<file path="config.mk">
export PLATFORM = sky130hd
export DESIGN_NAME = countdown_timer
export DESIGN_NICKNAME = d
export VERILOG_FILES = /design/src/rtl/countdown_timer.sv
export SDC_FILE = /design/constraint.sdc
export NUM_CORES = 1
export LEC_CHECK = 0
export CAP_MARGIN = 10
export CORE_MARGIN = 4
export CORE_UTILIZATION = 40
export CTS_BUF_LIST = sky130_fd_sc_hd__clkbuf_16
export CTS_CLUSTER_DIAMETER = 150
export DETAILED_ROUTE_END_ITERATION = 10
export GPL_TIMING_DRIVEN = 0
export PLACE_DENSITY = 0.65
export RECOVER_POWER = 100
export SYNTH_ARGS = -nofsm -noshare
export SYNTH_HDL_FRONTEND = slang
export SYNTH_SLANG_ARGS = --single-unit
</file>
<file path="constraint.sdc">
create_clock -name clk -period 2.2 [get_ports clk]
set_input_delay 0.22 -clock clk [delete_from_list [all_inputs] [get_ports clk]]
set_output_delay 0.22 -clock clk [all_outputs]
set_load 0.01 [all_outputs]
</file>
<file path="src/rtl/countdown_timer.sv">
// Loadable down-counting interval timer with a valid/ready expiry handshake.
// Optional miss counter enabled by defining COUNTDOWN_TIMER_MISS_CNT_EN.
module countdown_timer #(
  parameter int unsigned WIDTH          = 8,
  parameter int unsigned DEFAULT_PERIOD = 100
) (
  input  logic             clk,
  input  logic             resetn,
  input  logic             enable,
  input  logic             load,
  input  logic [WIDTH-1:0] load_value,
  input  logic             start,
  input  logic             stop,
  input  logic             periodic,
  output logic [WIDTH-1:0] count,
  output logic             busy,
  output logic             done_valid,
  input  logic             done_ready,
  output logic             overrun
`ifdef COUNTDOWN_TIMER_MISS_CNT_EN
  ,
  output logic [7:0]       miss_count
`endif
);

  typedef enum logic {
    IDLE,
    RUN
  } state_t;

  state_t           state, state_next;
  logic [WIDTH-1:0] period, period_next;
  logic [WIDTH-1:0] count_next;
  logic             expire;
  logic             accept;
  logic             miss;
  logic             done_valid_next;
  logic             overrun_next;

  always_comb begin
    // A zero load is dropped so the period can never become zero.
    period_next = (load && (load_value != '0)) ? load_value : period;
    state_next  = state;
    count_next  = count;
    expire      = 1'b0;
    if (stop) begin
      state_next = IDLE;
      count_next = '0;
    end else if (start) begin
      state_next = RUN;
      count_next = period_next;
    end else if ((state == RUN) && enable) begin
      if (count == WIDTH'(1)) begin
        expire = 1'b1;
        if (periodic) begin
          count_next = period;
        end else begin
          count_next = '0;
          state_next = IDLE;
        end
      end else if (count != '0) begin
        count_next = count - WIDTH'(1);
      end
    end
  end

  always_comb begin
    accept          = done_valid && done_ready;
    miss            = expire && done_valid && !done_ready;
    done_valid_next = done_valid;
    overrun_next    = overrun;
    if (expire) begin
      done_valid_next = 1'b1;
    end else if (accept) begin
      done_valid_next = 1'b0;
    end
    if (miss) begin
      overrun_next = 1'b1;
    end else if (accept) begin
      overrun_next = 1'b0;
    end
  end

  always_ff @(posedge clk or negedge resetn) begin
    if (!resetn) begin
      state      <= IDLE;
      period     <= WIDTH'(DEFAULT_PERIOD);
      count      <= '0;
      busy       <= 1'b0;
      done_valid <= 1'b0;
      overrun    <= 1'b0;
    end else begin
      state      <= state_next;
      period     <= period_next;
      count      <= count_next;
      busy       <= (state_next == RUN);
      done_valid <= done_valid_next;
      overrun    <= overrun_next;
    end
  end

`ifdef COUNTDOWN_TIMER_MISS_CNT_EN
  always_ff @(posedge clk or negedge resetn) begin
    if (!resetn) begin
      miss_count <= '0;
    end else if (miss) begin
      miss_count <= (miss_count == '1) ? miss_count : miss_count + 8'd1;
    end else if (accept) begin
      miss_count <= '0;
    end
  end
`endif

endmodule

</file>
Word level (Yosys, flattened, before mapping)
Cells that the tools add are included.

storage, ports and cells
  flip-flop bits (word level) = 19
  bits of input ports = 16
  output and inout port bits = 11
  logic and storage cells = 42

operators by class
  $add $sub $neg = 1
  equal/unequal tests = 2
  multiplexer cells = 19
  reduce and logical (&&, ||, !) cells = 15

operators by type and width
  operator                                           count
  two-way mux 8 bit                                  7
  nonzero test 8 bit                                 2
  two-way mux 1 bit                                  12
  == test 8 x 1 -> 1 bit (second input constant)     1
  subtractor 8 x 1 -> 8 bit (second input constant)  1
  nonzero test 3 bit                                 2
  logical AND 1 bit                                  5
  nonzero test 2 bit                                 2
  nonzero test 4 bit                                 1
  inequality test 3 bit (second input constant)      1
  AND reduction 3 bit                                1
  AND reduction 2 bit                                1
  logical NOT 1 bit                                  1

Depth between registers and ports, before layout
Gate-level depths: netlist of run 1.

  depth after elaboration = 8
  gate-level depth with buffers = 8
  depth with buffers taken out = 7

Worst setup path before layout of run 1
OpenSTA, ideal clock, no wires.

  kind = register to register
  start point = reg count[4]
  end point = reg count[3]
  setup time = 0.125 ns
  arrival time = 1.631 ns
  data required time = 2.075 ns
  path slack = 0.444 ns
  stages on the path, launching flop included = 6
  path buffers = 1
  period minus slack after synthesis = 1.756 ns
  cells stage by stage = dfrtp_1 nor4_4 nand4_1 a31o_1 buf_6 mux2_4

on the way
  longest elaborated chain between the ends = 5
  elaborated cells between the ends (all ways) = 8
  classes of those cells = eq/ne: 1; mux: 4; reduce/logical: 3

RTL lines
  element                 line  text
  start, declared         15    output logic [WIDTH-1:0] count,
  start signal, assigned  95    count <= count_next;
  == test 8 x 1 -> 1 bit  53    if (count == WIDTH'(1)) begin
  two-way mux 8 bit       53
  two-way mux 8 bit       52    end else if ((state == RUN) && enable) begin
  two-way mux 8 bit       49    end else if (start) begin
  two-way mux 8 bit       46    if (stop) begin

Parallel ways exist; a longest one is shown, timed or not. The select of a mux whose other input is x is not followed.
A chain may end at the register's enable or synchronous reset.

Worst setup path in the final report of run 1
  start point = reg count[5]
  end point = reg count[4]

The elaborated chain is that of the path after synthesis.

==> results of run 1 <==
[power by group]
part | internal, mW | switching (mW) | leakage, nW
sequential | 0.390 | 0.0485 | 0.236
combinational | 0.157 | 0.158 | 0.385
clock | 0.244 | 0.134 | 0.0409
[flip-flops by register name, summed over array words and instances (netlist names)]
name        cells
count           8
period          8
done_valid      1
overrun         1
state           1
[layout make-up]
type / count / area share
Buffer: 7 / 0.0240
Clock buffer: 3 / 0.0481
Clock inverter: 1 / 0.00321
Inverter: 4 / 0.00962
Multi-Input combinational cell: 97 / 0.429
Sequential cell: 19 / 0.307
Tap cell: 31 / 0.0248
Timing Repair Buffer: 24 / 0.154
[worst min-delay path by stage]
| stage | cells past startpoint | endpoint | start | slack, ns |
|---|---|---|---|---|
| 2_1_floorplan | 0 | count[0]$_DFFE_PN0P_ | resetn | -0.08 |
| 3_3_place_gp | 1 | overrun$_DFFE_PN0P_ | done_valid$_DFFE_PN0P_ | 0.49 |
| 3_5_place_dp | 1 | overrun$_DFFE_PN0P_ | done_valid$_DFFE_PN0P_ | 0.49 |
| 4_1_cts | 3 | period[0]$_DFF_PN0_ | load | 0.39 |
| 5_1_grt | 3 | period[0]$_DFF_PN0_ | load | 0.42 |
| 6_report | 3 | period[0]$_DFF_PN0_ | load | 0.39 |
[critical path, cell delays in order (launching register included)]
cell     delay (ns)
dfrtp_1        0.44
nor4_4         0.49
nand4_1        0.21
a31o_1         0.27
buf_6          0.14
mux2_1         0.32
[layout by cell type, fill, tap and decap left out, drive strengths merged, types with 3 or more instances in the layout]
| cell type | instances |
|---|---|
| buf | 5 |
| o22ai | 3 |
| clkdlybuf4s50 | 10 |
| dfstp | 3 |
| a31oi | 4 |
| a21oi | 8 |
| inv | 4 |
| clkbuf | 5 |
| nand2 | 12 |
| dlygate4sd3 | 14 |
| o41ai | 6 |
| nor2 | 10 |
| o21ai | 3 |
| a22o | 7 |
| dfrtp | 16 |
| nor3 | 4 |
| ha | 3 |
| o31ai | 3 |
[routing by layer]
metal | share of wire | wire, µm | vias up | global-route usage
li1 | - | - | 547 | -
met1 | 0.47 | 1440 | 538 | 0.224
met2 | 0.48 | 1480 | 35 | 0.262
met3 | 0.043 | 133 | 4 | 0.0249
met4 | 0.0078 | 24 | 0 | 0.0485
met5 | 0 | 0 | - | 0
[per-stage QoR]
stage / setup WS, ns / hold WS, ns
after CTS: 0.227 / 0.393
after floorplan: 0.444 / -0.0756
after global placement: 0.130 / 0.490
after detailed placement: 0.114 / 0.492
final: 0.194 / 0.393
after global routing: 0.0586 / 0.419
[kinds of logic (layout without fill, tap and decap cells)]
| logic type | after synthesis | in the layout | share of synthesized area |
|---|---|---|---|
| XOR/XNOR | 2 | 2 | 0.0144 |
| AND/OR/NAND/NOR | 44 | 44 | 0.212 |
| adder cells (fa/ha/maj) | 3 | 3 | 0.0308 |
| buffers and inverters | 11 | 39 | 0.0432 |
| multiplexers | 4 | 4 | 0.0411 |
| AO/OA/AOI/OAI | 44 | 44 | 0.265 |
| flip-flops | 19 | 19 | 0.394 |
==> impl_metrics.tcl, run 1 <==
set metrics [dict create \
    outcome "finished, final reports clean" \
    synth-edff-count 0 \
    hold_viol 0 \
    die_w_um 63.2 \
    r2r_slack_ns 0.19 \
    ys_seq_area_frac 0.394 \
    holdCritPathClass "in2reg" \
    dieArea_mm2 0.00399 \
    fin_skew_ns 0.00203 \
    critPathLaunchType "flop" \
    cts_buffers 3 \
    worstSetupPathType "reg2reg" \
    insertion_delay_ns 0.25 \
    finalPower_mw 1.13 \
    cts.clk_slew.worst_paths_ns 0.06 \
    via_count 1124 \
    setup_violations 0 \
    root_buffer "clkbuf_16" \
    max_clock_freq_mhz 499 \
    fp.coreArea_mm2 0.00283 \
    cp-endpoint "count[4]$_DFFE_PN0P_" \
    synth_fp_nets 146 \
    synth.top_cell.area_share 0.329 \
    worstPathRequired_ns 2.33 \
    fin_crit_sh 0.912 \
    cts_max_path_buffers 2 \
    design_area_mm2 0.00156 \
    cts_resized 0 \
    grt_usage 0.163 \
    regArea_um2 479 \
    numPortBuffers 24 \
    grt-ovfl-total 0 \
    grt_pass1_wl_um 5160 \
    critPathMaxFanout 10 \
    power_density_mw_per_mm2 725 \
    layout.cells.non_filler 186 \
    wl_per_cell_um 16.5 \
    ys.flop_type "dfrtp_1" \
    synth_common_cells "dfrtp_1 (16), nand2_1 (12), nor2_1 (10), a21oi_1 (8), o41ai_1 (6)" \
    slew_headroom 0.401 \
    synth.avg_cell_area_um2 9.59 \
    yosysWarnings 0 \
    synth_top_area_cell "dfrtp_1" \
    area_delta_synth_final_pct 28.3 \
    end_kind "flop" \
    routed_via_density 6.04 \
    firstDrtPassIters 4 \
    ant_nets 0 \
    syn_area_mm2 0.00122 \
    grt_pass1_vias 1073 \
    die_h_um 63.2 \
    setup_tns_ns 0 \
    placed_cells 182 \
    diodes 0 \
    p_leak_nw 0.662 \
    place_hpwl_um 2430 \
    drv_slew 0 \
    synth_cell_types 48 \
    wl_um 3070 \
    min_period_ns 2.01 \
    drt-initial-drc-count 44 \
    synthTopCellsByArea "dfrtp_1 (33%), dfstp_2 (6.5%), o41ai_1 (4.3%)" \
    rr_worst_depth 5 \
    r2r_start "count[5]$_DFFE_PN0P_" \
    clock-sinks 19 \
    crit_start "count[5]$_DFFE_PN0P_" \
    fillers 269 \
    reg2reg_to "count[4]$_DFFE_PN0P_" \
    fin_nets 175 \
    start_util 0.430 \
    netlist_instances 127 \
    rsz0062_at_grt "false" \
    max_cap_violations 0 \
    synth-async-reset-ratio 1.00 \
    fin_util 0.552 \
    htreeDepth 1 \
    ys_ff_latch 19 \
    boundaryPins 27 \
    post_cts_buffers 0 \
    worst_pin_slew_ns 0.896 \
    gp_congestion 0.796 \
    cts_tree "yes" \
    multi_input_area_um2 671 \
    ir_drop_uv 362 \
    grt_max_degree 20 \
    antenna_found_initial 0 \
    drive_gt1_frac 0.135 \
    hold_buffers 0 \
    drc_errors 0 \
    placed_area_mm2 0.00150 \
    synth_most_common_cell "dfrtp_1" \
    rows 19 \
    crit_arrival_ns 2.14 \
]
Note: power is estimated with default switching activity, not from simulation.
==> inputs of run 2 (changes only) <==
==> constraint.sdc (replaced) <==
create_clock -name clk -period 2.1 [get_ports clk]
set_input_delay 0.21 -clock clk [delete_from_list [all_inputs] [get_ports clk]]
set_output_delay 0.21 -clock clk [all_outputs]
set_load 0.01 [all_outputs]
==> run 2 against run 1 <==
  * Die area did not move
  * Combinational power rose by 12%
  * Register-to-register slack got worse by 0.04 ns
  * Via count barely moved
  * Routed wire length rose by 0.59%
  * Non-clock buffer count rose by 2
  * Sequential power rose by 5.0%
  * Design area rose by 1.9%
  * First-iteration DRC count rose by 23%
  * Critical endpoint unchanged
==> impl_metrics.tcl, run 2 (synthesis results as in run 1) <==
set metrics [dict create \
    final_common_cell "dfrtp_1" \
    start_util 0.430 \
    crit_arrival_ns 2.08 \
    die_h_um 63.2 \
    top_regs "count: 8 flops, period: 8 flops" \
    wl_um 3090 \
    hold_viol 0 \
    end_kind "flop" \
    setup_violations 0 \
    fillers 265 \
    p_leak_nw 0.682 \
    p_int_mw 0.848 \
    dieArea_mm2 0.00399 \
    fin_nets 177 \
    diodes 0 \
    ir_drop_uv 379 \
    area_delta_synth_final_pct 30.7 \
    multi_input_area_um2 686 \
    cts_buffers 3 \
    hold_slack_ns 0.383 \
    numPortBuffers 24 \
    slowest_delay_ns 0.47 \
    cts_tree "yes" \
    place_hpwl_um 2430 \
    clock-sinks 19 \
    insertion_delay_ns 0.25 \
    grt_pass1_wl_um 5160 \
    grt_max_degree 20 \
    fin_skew_ns 0.00146 \
    antenna_found_initial 0 \
    worstPathRequired_ns 2.24 \
    ant_nets 0 \
    fin_crit_sh 0.927 \
    via_count 1123 \
    root_buffer "clkbuf_16" \
    cp_slowest_cell "dfrtp_1" \
    routed_via_density 5.97 \
    max_cap_violations 0 \
    rsz0062_at_grt "false" \
    rows 19 \
    setup_tns_ns 0 \
    drt-initial-drc-count 54 \
    critPathLaunchType "flop" \
    holdCritPathClass "in2reg" \
    slew_headroom 0.402 \
    post_cts_buffers 0 \
    worstSetupPathType "reg2reg" \
    cts_resized 0 \
    min_period_ns 1.95 \
    grt_pass1_vias 1073 \
    critPathMaxFanout 10 \
    wl_per_cell_um 16.4 \
    outcome "finished, final reports clean" \
    hold_buffers 0 \
    htreeDepth 1 \
    p_sw_frac 0.299 \
    boundaryPins 27 \
    p_switching_mw 0.361 \
    max_clock_freq_mhz 514 \
    cts_max_path_buffers 2 \
    firstDrtPassIters 4 \
    die_w_um 63.2 \
    clkPwrFrac 0.327 \
    gp_congestion 0.796 \
    fp.coreArea_mm2 0.00283 \
    regArea_um2 479 \
    power_frac_comb 0.293 \
    power_density_mw_per_mm2 759 \
    path_cells "nor4_4 -> nand4_1 -> a31o_1 -> buf_6 -> mux2_4" \
    cts.clk_slew.worst_paths_ns 0.06 \
    fin_util 0.563 \
    drive_gt1_frac 0.172 \
    worst_pin_slew_ns 0.894 \
    mostFrequentLayoutCells "dfrtp_1 (16), dlygate4sd3_1 (14), nand2_1 (12)" \
    drv_slew 0 \
    pwr-share-seq 0.381 \
    grt-ovfl-total 0 \
    grt_usage 0.163 \
    drc_errors 0 \
    finalPower_mw 1.21 \
]
==> run 2: cell types whose count changed in the layout (fill, tap and decap cells not counted), sizes merged <==
cell | previous run | this run
buf | 5 | 7
==> run 2: critical path: cells and delay by family (launching register included) <==
| kind | cells | cell delay (ns) |
|---|---|---|
| AND/OR/NAND/NOR | 2 | 0.65 |
| flip-flops | 1 | 0.47 |
| multiplexers | 1 | 0.29 |
| AO/OA/AOI/OAI | 1 | 0.27 |
| buffers and inverters | 1 | 0.14 |
==> run 2: layout make-up <==
type                    instances  share of cell area
well taps                      31              0.0244
inverters                       4             0.00943
clock buffers                   3              0.0472
multi-input cells              97               0.431
clock inverters                 1             0.00314
flip-flops and latches         19               0.301
repair buffers                 26               0.160
plain buffers                   7              0.0236
==> run 2: stage by stage <==
step           std cells  setup slack [ns]  cell area, µm²
6_report             188             0.153            1590
2_1_floorplan        127             0.344            1220
3_5_place_dp         182            0.0243            1500
4_1_cts              186             0.127            1580
5_1_grt              188            0.0304            1590
3_3_place_gp         182            0.0398            1500
==> run 2: routing by layer <==
layer | share of wire | routed length (µm) | global-route usage | vias to the layer above
met3 | 0.033 | 102 | 0.0249 | 4
met2 | 0.48 | 1470 | 0.262 | 30
met4 | 0.0078 | 24 | 0.0485 | 0
met1 | 0.48 | 1490 | 0.224 | 536
li1 | - | - | - | 553
met5 | 0 | 0 | 0 | -
==> run 2: worst paths after layout <==
path	cells after the start	startpoint	end	slack, ns
max reg2reg	5	count[2]$_DFFE_PN0P_	count[4]$_DFFE_PN0P_	0.15
min in group asynchronous	1	resetn	count[5]$_DFFE_PN0P_	0.53
max in group asynchronous	1	resetn	period[0]$_DFF_PN0_	1.02
min	3	load	period[0]$_DFF_PN0_	0.38
max	5	count[2]$_DFFE_PN0P_	count[4]$_DFFE_PN0P_	0.15
min reg2reg	1	done_valid$_DFFE_PN0P_	overrun$_DFFE_PN0P_	0.50
==> run 2: power groups by stage <==
stage	Combinational (mW)	Clock, mW	Sequential, mW
after global routing	0.388	0.426	0.468
final	0.354	0.395	0.460
after floorplan	0.202	0	0.468
after global placement	0.343	0	0.466
after detailed placement	0.348	0	0.468
after CTS	0.349	0.402	0.462
==> inputs of run 3 (changes only) <==
--- a/config.mk
+++ b/config.mk
@@ -9,7 +9,7 @@
 export CORE_MARGIN = 4
 export CORE_UTILIZATION = 40
 export CTS_BUF_LIST = sky130_fd_sc_hd__clkbuf_16
-export CTS_CLUSTER_DIAMETER = 150
+export CTS_CLUSTER_DIAMETER = 50
 export DETAILED_ROUTE_END_ITERATION = 10
 export GPL_TIMING_DRIVEN = 0
 export PLACE_DENSITY = 0.65
==> constraint.sdc (replaced) <==
create_clock -name clk -period 2.31 [get_ports clk]
set_input_delay 0.231 -clock clk [delete_from_list [all_inputs] [get_ports clk]]
set_output_delay 0.231 -clock clk [all_outputs]
set_load 0.01 [all_outputs]
==> run 3 against run 2 <==
  * Core utilization decreased by 1.1 points
  * Hold slack better by 0.014 ns
  * Design area down 2.0%
  * Clock skew is essentially flat
  * Fmax shrank 5.7%
  * Via count barely moved
  * Routed wire length is 0.61% lower
  * Die area unchanged
  * Clock power down 8.9%
==> impl_metrics.tcl, run 3 (synthesis results as in run 1) <==
set metrics [dict create \
    fin_skew_ns 0.00154 \
    setup_violations 0 \
    start_util 0.430 \
    power_density_mw_per_mm2 691 \
    dieArea_mm2 0.00399 \
    numPortBuffers 24 \
    slew_headroom 0.408 \
    wl_per_cell_um 16.5 \
    via_count 1124 \
    top_regs "count: 8 flops, period: 8 flops" \
    min_period_ns 2.06 \
    grt_usage 0.163 \
    max_clock_freq_mhz 484 \
    place_ws_ns 0.213 \
    wl_um 3070 \
    place_hpwl_um 2430 \
    drt-initial-drc-count 39 \
    critPathLaunchType "flop" \
    fp.coreArea_mm2 0.00283 \
    fin_nets 175 \
    setup_tns_ns 0 \
    worstSetupPathType "reg2reg" \
    outcome "finished, final reports clean" \
    cts_tree "yes" \
    area_delta_synth_final_pct 28.2 \
    rows 19 \
    die_w_um 63.2 \
    htreeDepth 1 \
    mostFrequentLayoutCells "dfrtp_1 (16), dlygate4sd3_1 (14), nand2_1 (12)" \
    grt_pass1_vias 1073 \
    cts_buffers 3 \
    crit_arrival_ns 2.19 \
    root_buffer "clkbuf_16" \
    grt_busiest_layer "met2" \
    cts_max_path_buffers 2 \
    gp_congestion 0.796 \
    routed_via_density 6.04 \
    clock-sinks 19 \
    grt_pass1_wl_um 5160 \
    ir_drop_uv 345 \
    setup_slack_ns 0.245 \
    post_cts_buffers 0 \
    hold_viol 0 \
    cts.clk_slew.worst_paths_ns 0.06 \
    ant_nets 0 \
    p_leak_nw 0.660 \
    final_common_cell "dfrtp_1" \
    grt_use_met2 0.262 \
    hold_buffers 0 \
    insertion_delay_ns 0.25 \
    worstPathRequired_ns 2.44 \
    grt-ovfl-total 0 \
    grt_max_degree 20 \
    diodes 0 \
    worst_pin_slew_ns 0.886 \
    cts_resized 0 \
    holdCritPathClass "in2reg" \
    drive_gt1_frac 0.129 \
    die_h_um 63.2 \
    fin_crit_sh 0.894 \
    antenna_found_initial 0 \
    drc_errors 0 \
    max_cap_violations 0 \
    rsz0062_at_grt "false" \
    boundaryPins 27 \
    end_kind "flop" \
    use_met1 0.224 \
    critPathMaxFanout 10 \
    firstDrtPassIters 5 \
    drv_slew 0 \
    fillers 270 \
    grt_use_met3 0.0249 \
]
-- run 3: metrics by stage --
step / hold WS [ns] / utilization / area, µm² / instances / power (mW)
floorplan: -0.0646 / - / 1220 / 127 / 0.609
global placement: 0.490 / 0.529 / 1500 / 182 / 0.735
detailed placement: 0.492 / 0.529 / 1500 / 182 / 0.742
CTS: 0.404 / 0.557 / 1580 / 186 / 1.10
global route: 0.430 / 0.552 / 1560 / 186 / 1.14
finish: 0.397 / 0.552 / 1560 / 186 / 1.08
-- run 3: path summary, 6_finish.rpt --
kind | from | endpoint | slack (ns) | cells past startpoint
min in group asynchronous | resetn | count[5]$_DFFE_PN0P_ | 0.55 | 1
worst max register to register | count[1]$_DFFE_PN0P_ | count[4]$_DFFE_PN0P_ | 0.25 | 8
worst min register to register | done_valid$_DFFE_PN0P_ | overrun$_DFFE_PN0P_ | 0.50 | 1
worst min-delay path | load | period[0]$_DFF_PN0_ | 0.40 | 3
max in group asynchronous | resetn | period[0]$_DFF_PN0_ | 1.22 | 1
worst max-delay path | count[1]$_DFFE_PN0P_ | count[4]$_DFFE_PN0P_ | 0.25 | 8
-- run 3: report_power, final --
group,total [mW],switching (mW),internal (mW)
clock,0.360,0.128,0.232
sequential,0.418,0.0464,0.371
combinational,0.300,0.151,0.149
total,1.08,0.325,0.753
-- run 3: layer usage --
metal,wire length (µm),vias up
met4,38,0
met2,1440,35
li1,-,548
met1,1450,536
met3,135,5
met5,0,-
-- run 3: area by class of cell --
cell class	count	area [µm²]	area share
buffer	7	36.3	0.0233
clock buffer	3	75.1	0.0481
clock inverter	1	5.00	0.00321
inverter	4	15.0	0.00962
multi-input combinational	97	671	0.430
sequential	19	479	0.307
tap	31	38.8	0.0249
timing repair buffer	24	240	0.154
-- run 3: worst max-delay path: stages (launching register included) --
cell and delay (ns):
dfrtp_1 0.40, inv_1 0.13, ha_1 0.23, nor3b_1 0.28, nand2_1 0.10, clkbuf_1 0.24
a21oi_1 0.17, o31ai_1 0.08, mux2_1 0.31
